`src/rtl/usr_pkg.sv`:
```
// Shared definitions for the universal shift register: operation encodings and a clog2 helper.
package usr_pkg;

  typedef enum logic [2:0] {
    USR_HOLD = 3'b000,
    USR_LOAD = 3'b001,
    USR_SHL  = 3'b010,
    USR_SHR  = 3'b011,
    USR_ASR  = 3'b100,
    USR_ROL  = 3'b101,
    USR_ROR  = 3'b110,
    USR_CLR  = 3'b111
  } usr_mode_e;

  localparam int USR_MODE_W = 3;

  function automatic int usr_clog2(input int value);
    int r;
    r = 0;
    while ((1 << r) < value) r++;
    return r;
  endfunction

endpackage

```
`src/rtl/usr_shifter.sv`:
```
// Combinational barrel shifter/rotator for the universal shift register, built as one
// mux stage per shift-amount bit.
module usr_shifter
  import usr_pkg::*;
#(
  parameter int WIDTH = 8,
  parameter int AW    = usr_clog2(WIDTH)
) (
  input  logic [WIDTH-1:0] Q,
  input  logic [AW-1:0]    AMT,
  input  logic [2:0]       MODE,
  input  logic             SI_L,
  input  logic             SI_R,
  output logic [WIDTH-1:0] next_q
);

  localparam bit POW2 = (WIDTH == (1 << AW));

  logic [AW-1:0]    amt_mod;
  logic [WIDTH-1:0] s;
  logic [WIDTH-1:0] fill_l;
  logic [WIDTH-1:0] fill_r;
  int unsigned      sh;

  // Non-power-of-two widths can see AMT >= WIDTH; fold it back into range first.
  assign amt_mod = POW2 ? AMT : AW'(32'(AMT) % WIDTH);
  assign fill_l  = {WIDTH{SI_L}};
  assign fill_r  = {WIDTH{SI_R}};

  always_comb begin
    s  = Q;
    sh = 0;
    for (int k = 0; k < AW; k++) begin
      sh = 32'd1 << k;
      if (amt_mod[k]) begin
        case (MODE)
          USR_SHL: s = (s << sh) | (fill_l >> (WIDTH - sh));
          USR_SHR: s = (s >> sh) | (fill_r << (WIDTH - sh));
          USR_ASR: s = $unsigned($signed(s) >>> sh);
          USR_ROL: s = (s << sh) | (s >> (WIDTH - sh));
          USR_ROR: s = (s >> sh) | (s << (WIDTH - sh));
          default: s = s;
        endcase
      end
    end
    next_q = s;
  end

endmodule

```
`src/rtl/universal_shift_reg.sv`:
```
// Universal shift register: hold/load/shift/rotate/clear with multi-bit amount and serial ends.
// Define PARITY_EN to add the registered parity output PAR.
module universal_shift_reg
  import usr_pkg::*;
#(
  parameter int               WIDTH   = 8,
  parameter int               AW      = usr_clog2(WIDTH),
  parameter logic [WIDTH-1:0] RST_VAL = '0
) (
  input  logic             CLK,
  input  logic             RST,
  input  logic             EN,
  input  logic [2:0]       MODE,
  input  logic [AW-1:0]    AMT,
  input  logic [WIDTH-1:0] D,
  input  logic             SI_L,
  input  logic             SI_R,
  output logic [WIDTH-1:0] Q,
  output logic             SO_L,
  output logic             SO_R,
  output logic             ZERO
`ifdef PARITY_EN
  , output logic           PAR
`endif
);

  logic [WIDTH-1:0] shift_q;
  logic [WIDTH-1:0] next_q;

  usr_shifter #(
    .WIDTH (WIDTH),
    .AW    (AW)
  ) u_shifter (
    .Q      (Q),
    .AMT    (AMT),
    .MODE   (MODE),
    .SI_L   (SI_L),
    .SI_R   (SI_R),
    .next_q (shift_q)
  );

  always_comb begin
    next_q = Q;
    if (EN) begin
      case (MODE)
        USR_HOLD: next_q = Q;
        USR_LOAD: next_q = D;
        USR_CLR:  next_q = RST_VAL;
        default:  next_q = shift_q;
      endcase
    end
  end

  always_ff @(posedge CLK or posedge RST) begin
    if (RST) Q <= RST_VAL;
    else     Q <= next_q;
  end

`ifdef PARITY_EN
  // Parity of the value being stored, so PAR always matches ^Q without a read-side XOR tree.
  always_ff @(posedge CLK or posedge RST) begin
    if (RST) PAR <= ^RST_VAL;
    else     PAR <= ^next_q;
  end
`endif

  assign SO_L = Q[WIDTH-1];
  assign SO_R = Q[0];
  assign ZERO = (Q == '0);

endmodule

```
`config.mk`:
```
export PLATFORM = sky130hd
export DESIGN_NAME = universal_shift_reg
export DESIGN_NICKNAME = d
export VERILOG_FILES = /design/src/rtl/usr_pkg.sv /design/src/rtl/usr_shifter.sv /design/src/rtl/universal_shift_reg.sv
export SDC_FILE = /design/constraint.sdc
export NUM_CORES = 1
export LEC_CHECK = 0
export CORE_UTILIZATION = 54
export CTS_CLUSTER_DIAMETER = 100
export DETAILED_ROUTE_END_ITERATION = 6
export PLACE_DENSITY = 0.82
export SKIP_CTS_REPAIR_TIMING = 1
export SLEW_MARGIN = 20
export SYNTH_ARGS = -nofsm -noshare
export SYNTH_HDL_FRONTEND = slang
export SYNTH_HIERARCHICAL = 1
export SYNTH_SLANG_ARGS = --single-unit
```
`constraint.sdc`:
```
create_clock -name CLK -period 2.61 [get_ports CLK]
set_input_delay 0.522 -clock CLK [delete_from_list [all_inputs] [get_ports CLK]]
set_output_delay 0.522 -clock CLK [all_outputs]
set_load 0.02 [all_outputs]
```
==> results of run 1 <==
## worst min-delay path by stage
stage,from,to,slack [ns]
6_report,RST,Q[2],0.53
5_1_grt,RST,Q[4],0.55
4_1_cts,RST,Q[4],0.53
3_5_place_dp,Q[5],Q[5],0.62
3_3_place_gp,Q[4],Q[4],0.60
2_1_floorplan,RST,Q[0],0.34
## cell families after synthesis
logic type / count (synthesis) / synth area share, %
simple gates: 89 / 29.9
compound gates: 96 / 41.5
mux: 9 / 5.84
flops: 8 / 12.0
buf+inv: 24 / 10.8
## critical path: stages (launching register included)
cell             delay (ns)
dfrtp_1                0.48
or4_1                  0.59
nor2_1                 0.11
clkdlybuf4s50_1        0.60
## through the flow
stage               setup slack [ns]  hold WS, ns  setup TNS, ns
global route                 0.00412        0.549              0
floorplan                      0.394        0.338              0
CTS                           -0.155        0.534         -0.497
finish                        0.0539        0.533              0
global placement              -0.339        0.602          -2.04
detailed placement            -0.385        0.623          -2.41
## layout by cell type, fill, tap and decap left out, drive strengths merged, types with 2 or more instances in the layout
master / instances
nand2b: 8
a211o: 2
o21ai: 10
nor3: 3
nand2: 25
a21oi: 23
nor2: 19
and2: 3
inv: 6
o311ai: 2
and3b: 2
a22oi: 2
or4: 2
o22ai: 16
clkbuf: 4
or2: 2
a21bo: 2
o211ai: 3
o31ai: 2
a21o: 2
o21a: 3
a221oi: 4
mux2i: 6
a21boi: 4
a211oi: 5
mux2: 3
clkdlybuf4s50: 25
dlymetal6s2s: 4
and3: 3
buf: 52
o21bai: 8
dfrtp: 8
nor2b: 3
nand3b: 4
nand3: 8
## metal layers
metal  wire (um)  vias to the layer above
li1            -                      998
met1        2280                      971
met2        2840                      132
met3         457                       32
met4         282                        0
met5           0                        -
## power groups by stage
stage	registers, W	clock network [W]	logic [W]
after floorplan	0.000223	0	0.000331
after global placement	0.000198	0	0.000612
after detailed placement	0.000199	0	0.000621
after CTS	0.000196	0.0000940	0.000623
after global routing	0.000201	0.000102	0.000707
final	0.000200	0.0000962	0.000664
## area by class of cell
| type | count | area share [%] |
|---|---|---|
| well taps | 31 | 1.63 |
| multi-input cells | 194 | 56.9 |
| repair buffers | 82 | 31.1 |
| clock buffers | 3 | 0.947 |
| inverters | 6 | 0.947 |
| flip-flops and latches | 8 | 8.42 |
## synth_stat cells, drive strengths merged, types with 2 or more instances
| library cell | instances |
|---|---|
| dfrtp | 8 |
| a21o | 2 |
| a21oi | 23 |
| inv | 6 |
| nor2 | 19 |
| o211ai | 3 |
| and3 | 3 |
| o21a | 3 |
| a21bo | 2 |
| o22ai | 16 |
| a211o | 2 |
| or4 | 2 |
| o21ai | 10 |
| nor3 | 3 |
| o311ai | 2 |
| or2 | 2 |
| a22oi | 2 |
| and2 | 3 |
| nand2 | 25 |
| mux2 | 3 |
| buf | 18 |
| o31ai | 2 |
| a211oi | 5 |
| o21bai | 8 |
| nor2b | 3 |
| mux2i | 6 |
| and3b | 2 |
| nand3b | 4 |
| a21boi | 4 |
| nand2b | 8 |
| nand3 | 8 |
| a221oi | 4 |
==> metrics.md, run 1 <==
| Metric | Value |
|---|---|
| Status | `finished, violations left` |
| Failing checks | `DRC` |
| Max-cap violations | `0` |
| Sequential share of the synthesized area | `12.0%` |
| Clock latency on the worst-skew pair | `0.25 ns` |
| Synthesized cell area | `0.00167 mm^2` |
| Ant. Diodes | `0` |
| Final Cycle Share | `97.9%` |
| Die area | `0.00332 mm^2` |
| Final std cells w/o fill | `324` |
| Placed Instances | `320` |
| DR vias | `2133` |
| RSZ-0062 raised after global routing | `false` |
| Yosys top cell by area | `dfrtp_1` |
| Post-synth top area share | `12.0%` |
| Yosys warning count | `6` |
| Die X | `57.6 um` |
| Number of buffers added on ports | `29` |
| F_max | `391 MHz` |
| Max IR drop VDD | `0.462 mV` |
| Min-Delay Path Class | `input port to async pin` |
| FF-to-FF path depth | `10` |
| Grt met1 use | `44.8%` |
| Sw Ratio | `45.3%` |
| Final Cell Area | `0.00238 mm^2` |
| Nets | `314` |
| Post-synth EDFFs | `0` |
| Setup violations, final | `0` |
| Wirelength per Cell | `18.1 um` |
| Area grow syn2layout | `42.3%` |
| Die Ht | `57.6 um` |
| Post-Synthesis Cells | `226` |
| Largest net degree at the start of global routing | `25` |
| CTS tree | `built` |
| Residual DRC | `2` |
| Distinct cells, synth | `64` |
| Number of I/O pins | `30` |
| Final HPWL DP | `4460 um` |
| Clk slew on worst S/H paths | `0.06 ns` |
| Core ar. | `0.00285 mm^2` |
| Combinational share of power | `69.2%` |
| DRT Pass-1 Iters | `7` |
| Worst EP arrival | `2.03 ns` |
| Net Switching | `0.000435 W` |
| Final Hold Viols | `0` |
| Worst reg-to-reg setup slack | `0.31 ns` |
| Register bit count reported by yosys | `8` |
| H-tree depth | `1` |
| Count of pins over their slew limit | `0` |
| Register area | `200 um^2` |
| Row Count | `19` |
| Initial DRC count | `173` |
| Routability Congestion | `0.965` |
| Initial antenna violation count | `0` |
| Biggest register | `Q` |
| Proportion of layout cells with a drive suffix above 1 | `30.0%` |
| WP data required | `2.09 ns` |
| Total design power | `0.000960 W` |
| Crit start category | `flop` |
| Area of the multi-input gates | `0.00135 mm^2` |
| CTS sink cnt | `8` |
| P per Cell Area | `403 mW/mm^2` |
| Setup Skew | `0.00588 ns` |
| Root Buffer | `clkbuf_4` |
| Async SR Flop Fraction | `100%` |
| Min cycle time layout | `2.56 ns` |
| Initial Util | `58.6%` |
| Synthesized area per cell | `7.40 um^2` |
| Critical path origin | `Q[3]` |
| Worst Setup EP | `ZERO` |
| Internal power | `0.000525 W` |
| Critical R2R Launch | `Q[2]` |
| Primary FF master, synth | `dfrtp_1` |
| Max reg flops | `8` |
| Met3 Resource Use GR | `4.24%` |
| CP max FO | `8` |
| Worst flop-to-flop path endpoint | `Q[7]` |
| Clock power frac | `10.0%` |
| Routed Antenna Nets | `0` |
| Sequential share of power | `20.8%` |
| Overflow after GRT | `0` |
| Crit path kind | `flop to output port` |
| First-pass GRT wire length | `9310 um` |
| Syn nets | `245` |
| Slew HR | `66.3%` |
| Met2 Usage GRT | `60.1%` |
| Area after DPL | `0.00226 mm^2` |
| Largest regs | `Q (8)` |
| Total routed wirelength | `5850 um` |
| Cts bufs inserted | `3` |
| Endpoint class of the critical path | `output port` |
| Vias in the first global route | `2085` |
| Worst Tran Pin Value | `0.505 ns` |
| Pleak | `1.06 nW` |
| Layout fillers | `189` |
| Vias/cell | `6.58` |
| Area contributors post-synth | `dfrtp_1 12%, a21oi_1 6.9%, buf_6 6.1%` |
| Clk buf depth | `2` |
| Overall routing resource usage | `36.2%` |
| Gr busiest metal | `met2` |
| Finished Core Util | `83.4%` |
Power figures use the tool's default switching activity.
==> run 2: changes to the inputs <==
- CAP_MARGIN: not set -> 20
- CORE_MARGIN: not set -> 2
==> metrics.md, run 2 (synthesis gave the netlist of run 1 again) <==
| Metric | Value |
|---|---|
| CP max FO | `6 (-2)` |
| Setup Skew | `0.00113 ns (-0.00475 ns)` |
| Root Buffer | `clkbuf_4` |
| Count of pins over their slew limit | `0 (unchanged)` |
| Slowest cell on crit path | `clkdlybuf4s50_1` |
| Largest net degree at the start of global routing | `24 (-4.0%)` |
| H-tree depth | `1 (unchanged)` |
| Setup violations, final | `0 (unchanged)` |
| Number of buffers added on ports | `29 (unchanged)` |
| Largest regs | `Q (8)` |
| Clk slew on worst S/H paths | `0.05 ns (about the same)` |
| F_max | `393 MHz (+0.34%)` |
| Worst EP arrival | `2.03 ns (about the same)` |
| Nets | `315 (+0.32%)` |
| Cell chain of the critical path | `or4_1 > nor2_1 > clkdlybuf4s50_1` |
| Status | `finished, final reports clean` |
| Crit path kind | `flop to output port` |
| Final Cell Area | `0.00238 mm^2 (+0.11%)` |
| Most common cell after layout, fill and taps aside | `buf_4` |
| Crit-path max cell delay | `0.61 ns (about the same)` |
| Routed Antenna Nets | `0 (unchanged)` |
| Clk buf depth | `2 (unchanged)` |
| Wirelength per Cell | `18.8 um (+4.0%)` |
| Layout fillers | `213 (+13%)` |
| Biggest register | `Q` |
| CTS tree | `built` |
| CTS sink cnt | `8 (unchanged)` |
| WP data required | `2.09 ns (about the same)` |
| Max-cap violations | `0 (unchanged)` |
| Area grow syn2layout | `42.4%` |
| Worst Setup Slack post-DPL | `-0.387 ns (-0.00245 ns)` |
| Final Hold Viols | `0 (unchanged)` |
| Commonest cells after routing, fill and taps aside | `49 x buf_4, 26 x clkdlybuf4s50_1, 25 x nand2_1` |
| Die X | `59.6 um (+3.5%)` |
| Max reg flops | `8 (unchanged)` |
| Ant. Diodes | `0 (unchanged)` |
| Crit start category | `flop` |
| Residual DRC | `0 (-2)` |
| Core ar. | `0.00300 mm^2 (+5.3%)` |
| Hold WS | `0.514 ns (-0.0197 ns)` |
| Final Cycle Share | `97.6% (-0.33 points)` |
| Total design power | `0.000951 W (-0.93%)` |
| Initial DRC count | `231 (+34%)` |
| Cts bufs inserted | `3 (unchanged)` |
| Initial antenna violation count | `0 (unchanged)` |
| Overall routing resource usage | `33.9% (-2.3 points)` |
| Initial Util | `55.7% (-2.9 points)` |
| Final HPWL DP | `4410 um (-0.95%)` |
| DR vias | `2180 (+2.2%)` |
| DRT Pass-1 Iters | `5 (-2)` |
| Overflow after GRT | `0 (unchanged)` |
| Die area | `0.00356 mm^2 (+7.1%)` |
| Total routed wirelength | `6140 um (+4.9%)` |
| Final TNS setup | `0 ns (unchanged)` |
| Row Count | `20 (+1)` |
| WP buf/inv | `1 (unchanged)` |
| P per Cell Area | `399 mW/mm^2 (-1.0%)` |
| Worst Tran Pin Value | `0.449 ns (-0.0559 ns)` |
| Area after DPL | `0.00223 mm^2 (-1.1%)` |
| Slew HR | `69.8% (+3.5 points)` |
| Number of I/O pins | `30 (unchanged)` |
| Endpoint class of the critical path | `output port` |
| Min cycle time layout | `2.55 ns (-0.00856 ns)` |
| Clock latency on the worst-skew pair | `0.26 ns (about the same)` |
| CP top delay family | `simple AND/OR/NAND/NOR gates` |
| Vias in the first global route | `1918 (-8.0%)` |
| Proportion of layout cells with a drive suffix above 1 | `29.6% (-0.44 points)` |
| Pleak | `1.05 nW (-0.39%)` |
| Max IR drop VDD | `0.365 mV (-21%)` |
| Routability Congestion | `0.997 (+3.3%)` |
| RSZ-0062 raised after global routing | `false` |
| Worst setup margin | `0.0624 ns (+0.00856 ns)` |
| Die Ht | `59.6 um (+3.5%)` |
| Min-Delay Path Class | `input port to async pin` |
| First-pass GRT wire length | `9150 um (-1.7%)` |
| Vias/cell | `6.67 (+1.3%)` |
[run 2: routing by layer]
layer | wire [um] | track usage, %
met1 | 2400 | 43.8
met2 | 2930 | 53.8
met3 | 501 | 2.62
met4 | 319 | 21.9
met5 | 0 | 0
[run 2: layout make-up]
type	instances	area, um^2	area share [%]
multi-input combinational	194	1340	56.3
timing repair buffer	83	753	31.6
sequential	8	200	8.41
tap	33	41.3	1.73
clock buffer	3	22.5	0.946
inverter	6	22.5	0.946
[run 2: final timing paths]
path,startpoint,end,slack (ns),cells past startpoint
worst max-delay path,Q[4],ZERO,0.06,3
worst min register to register,Q[7],Q[7],0.65,2
min in group CLK,Q[7],Q[7],0.65,2
worst min-delay path,RST,Q[6],0.51,2
worst max register to register,Q[2],Q[7],0.42,10
max in group asynchronous,RST,Q[2],1.85,2
[run 2: stage by stage]
stage                     cells  utilization [%]
final                       327             79.3
after global routing        327             79.3
after CTS                   323             75.1
after detailed placement    320             74.4
after global placement      320             74.4
after floorplan             226                -
[run 2: report_power, final]
part           switching, W  internal [W]   total, W
clock             0.0000442     0.0000528  0.0000970
combinational      0.000350      0.000321   0.000671
sequential        0.0000351      0.000148   0.000183
[run 2: worst register-to-register path, stage by stage, from the launching register on]
cell and delay (ns):
dfrtp_1 0.49, mux2_4 0.32, a211oi_2 0.31, a21oi_1 0.11, buf_4 0.16, o22ai_2 0.17
o21ai_1 0.09, o2bb2ai_1 0.13, o21bai_1 0.16, nand2_1 0.07, a21oi_1 0.06
==> run 3: changes to the inputs <==
- CORE_UTILIZATION: 54 -> 49
- PLACE_DENSITY: 0.82 -> 0.8
- SYNTH_HIERARCHICAL: 1 -> not set
==> metrics.md, run 3 <==
| Metric | Value |
|---|---|
| Count of pins over their slew limit | `0 (unchanged)` |
| Min-Delay Path Class | `input port to async pin` |
| F_max | `403 MHz (+2.6%)` |
| Core ar. | `0.00241 mm^2 (-20%)` |
| Slowest cell on crit path | `clkdlybuf4s50_1` |
| Distinct cells, synth | `46 (-28%)` |
| Initial DRC count | `128 (-45%)` |
| Placed Instances | `246 (-23%)` |
| Synthesized cell area | `0.00121 mm^2 (-28%)` |
| Proportion of layout cells with a drive suffix above 1 | `19.6% (-10 points)` |
| Vias in the first global route | `1500 (-22%)` |
| Die X | `53.7 um (-10%)` |
| Status | `finished, final reports clean` |
| Die area | `0.00288 mm^2 (-19%)` |
| Crit path kind | `input port to flop` |
| Vias/cell | `6.56 (-1.6%)` |
| Finished Core Util | `70.5% (-8.8 points)` |
| Post-Synthesis Cells | `170 (-25%)` |
| Post-synth top cells | `21 x nand2_1, 16 x a21oi_1, 16 x o21ai_0, 10 x nor2_1` |
| Pleak | `0.729 nW (-31%)` |
| Row Count | `18 (-10%)` |
| Max-cap violations | `0 (unchanged)` |
| Nets | `240 (-24%)` |
| Max IR drop VDD | `0.417 mV (+14%)` |
| Setup Skew | `0.00683 ns (+0.00569 ns)` |
| Clk buf depth | `2 (unchanged)` |
| H-tree depth | `1 (unchanged)` |
| Worst EP arrival | `2.61 ns (+0.58 ns)` |
| Setup violations, final | `0 (unchanged)` |
| Post-synth EDFFs | `0 (unchanged)` |
| Clock latency on the worst-skew pair | `0.26 ns (about the same)` |
| Routed Antenna Nets | `0 (unchanged)` |
| Async SR Flop Fraction | `100% (unchanged)` |
| Total routed wirelength | `4390 um (-29%)` |
| Area contributors post-synth | `dfrtp_1 17%, a21oi_1 6.6%, o21ai_0 6.6%` |
| CTS tree | `built` |
| Root Buffer | `clkbuf_4` |
| Slew HR | `63.5% (-6.3 points)` |
| Biggest register | `Q` |
| Cts bufs inserted | `3 (unchanged)` |
| Most common cell after layout, fill and taps aside | `buf_4` |
| Area grow syn2layout | `40.4%` |
| Xor and xnor fraction of the mapped netlist area | `0% (unchanged)` |
| P per Cell Area | `440 mW/mm^2 (+10%)` |
| DR vias | `1633 (-25%)` |
| Overflow after GRT | `0 (unchanged)` |
| Register bit count reported by yosys | `8 (unchanged)` |
| CTS sink cnt | `8 (unchanged)` |
| Cell chain of the critical path | `clkdlybuf4s50_1 > buf_4 > or2_1 > and3_4 > buf_4 > nor2_1 > o21ai_0 > and2_1 > o22ai_1 > a31oi_1` |
| Worst Tran Pin Value | `0.542 ns (+0.0938 ns)` |
| First-pass GRT wire length | `6800 um (-26%)` |
| Clk slew on worst S/H paths | `0.06 ns (about the same)` |
| Final Cycle Share | `95.2% (-2.4 points)` |
| Initial Util | `50.2% (-5.5 points)` |
| Endpoint class of the critical path | `flop` |
| Final std cells w/o fill | `249 (-24%)` |
| Routability Congestion | `0.995 (-0.19%)` |
| DRT Pass-1 Iters | `5 (unchanged)` |
| WP data required | `2.73 ns (+0.64 ns)` |
| Min cycle time layout | `2.48 ns (-0.0634 ns)` |
| Worst setup margin | `0.126 ns (+0.0634 ns)` |
| Syn nets | `189 (-23%)` |
| Overall routing resource usage | `31.7% (-2.1 points)` |
| CP max FO | `10 (+4)` |
| Yosys warning count | `0 (-6)` |
| Initial antenna violation count | `0 (unchanged)` |
| Yosys top cell by area | `dfrtp_1` |
| Layout fillers | `193 (-9.4%)` |
| Number of I/O pins | `30 (unchanged)` |
| RSZ-0062 raised after global routing | `false` |
| Wirelength per Cell | `17.6 um (-6.2%)` |
| Largest regs | `Q (8)` |
| Synth Area in Compound Gates | `43.4% (+1.9 points)` |
| Crit-path most repeated cell | `buf_4` |
| Crit-path max cell delay | `0.48 ns (-0.13 ns)` |
| Synthesized area per cell | `7.12 um^2 (-3.8%)` |
| Max reg flops | `8 (unchanged)` |
| Largest net degree at the start of global routing | `16 (-33%)` |
| Ant. Diodes | `0 (unchanged)` |
| Sequential share of the synthesized area | `16.5% (+4.6 points)` |
| Final Hold Viols | `0 (unchanged)` |
| Primary FF master, synth | `dfrtp_1` |
| Crit start category | `input port` |
| Adder-Cell Fraction of Synth Area | `0% (unchanged)` |
| Synth Area in Simple Gates | `28.7% (-1.1 points)` |
| Hold WS | `0.522 ns (+0.00838 ns)` |
| Post-synthesis mux area share | `2.48% (-3.4 points)` |
| Final HPWL DP | `3470 um (-21%)` |
| Commonest cells after routing, fill and taps aside | `30 x buf_4, 27 x clkdlybuf4s50_1, 21 x nand2_1` |
| Combinational family with the most area after synthesis | `compound AO/OA/AOI/OAI gates` |
| Number of buffers added on ports | `29 (unchanged)` |
| Die Ht | `53.7 um (-10%)` |
| WP buf/inv | `3 (+2)` |
| Post-synth top area share | `16.5% (+4.6 points)` |
| Most frequent cell after synthesis | `nand2_1` |
| CP top delay family | `simple AND/OR/NAND/NOR gates` |
| Worst Setup Slack post-DPL | `-0.153 ns (+0.234 ns)` |
| Residual DRC | `0 (unchanged)` |
==> run 3: cell types whose count changed in the layout (fill, tap and decap cells not counted), sizes merged, moves of 8 or more <==
cell	delta
o21ai	+9
nor2	-8
buf	-23
o22ai	-11
o21bai	-8
==> run 3: where the power goes <==
part	leakage, nW	internal, W	switching [W]
Sequential	0.0980	0.000148	0.0000414
Clock	0.0138	0.0000528	0.0000453
Combinational	0.617	0.000215	0.000245
==> run 3: path summary, 6_finish.rpt <==
path,from,end,slack (ns),cells after the start
min in group CLK,Q[4],Q[4],0.70,2
max in group asynchronous,RST,Q[2],1.83,2
min,RST,Q[6],0.52,2
max reg2reg,Q[0],Q[7],0.78,7
max,MODE[1],Q[0],0.13,10
min reg2reg,Q[4],Q[4],0.70,2
==> run 3: cells by family (layout without fill, tap and decap cells) <==
family,count (synthesis),after routing
AO/OA/AOI/OAI,79,79
AND/OR/NAND/NOR,63,63
buffers and inverters,17,66
flip-flops,8,8
multiplexers,3,3
==> run 3: worst reg2reg max path: cells and delay by family (launching register included) <==
| family | cells | cell delay (ns) |
|---|---|---|
| flip-flops | 1 | 0.36 |
| buffers and inverters | 1 | 0.18 |
| AO/OA/AOI/OAI | 6 | 1.19 |
==> run 3: area by class of cell <==
| type | count | area [um^2] | area share (%) |
|---|---|---|---|
| Multi-Input combinational cell | 145 | 903 | 53.2 |
| Timing Repair Buffer | 59 | 520 | 30.6 |
| Sequential cell | 8 | 200 | 11.8 |
| Tap cell | 30 | 37.5 | 2.21 |
| Clock buffer | 3 | 22.5 | 1.33 |
| Inverter | 4 | 15.0 | 0.884 |
==> run 3: routing by layer <==
layer  GRT usage (%)  share of wire [%]
met5               0                  0
met4            9.40                2.1
met3            5.83                 11
met2            53.3                 48
met1            41.0                 39
==> run 3: metrics by stage <==
| step | setup TNS, ns | instance area, um^2 | total power, W |
|---|---|---|---|
| floorplan | 0 | 1210 | 0.000439 |
| global placement | -0.152 | 1670 | 0.000627 |
| detailed placement | -0.638 | 1670 | 0.000638 |
| CTS | 0 | 1690 | 0.000737 |
| global route | 0 | 1700 | 0.000787 |
| finish | 0 | 1700 | 0.000747 |
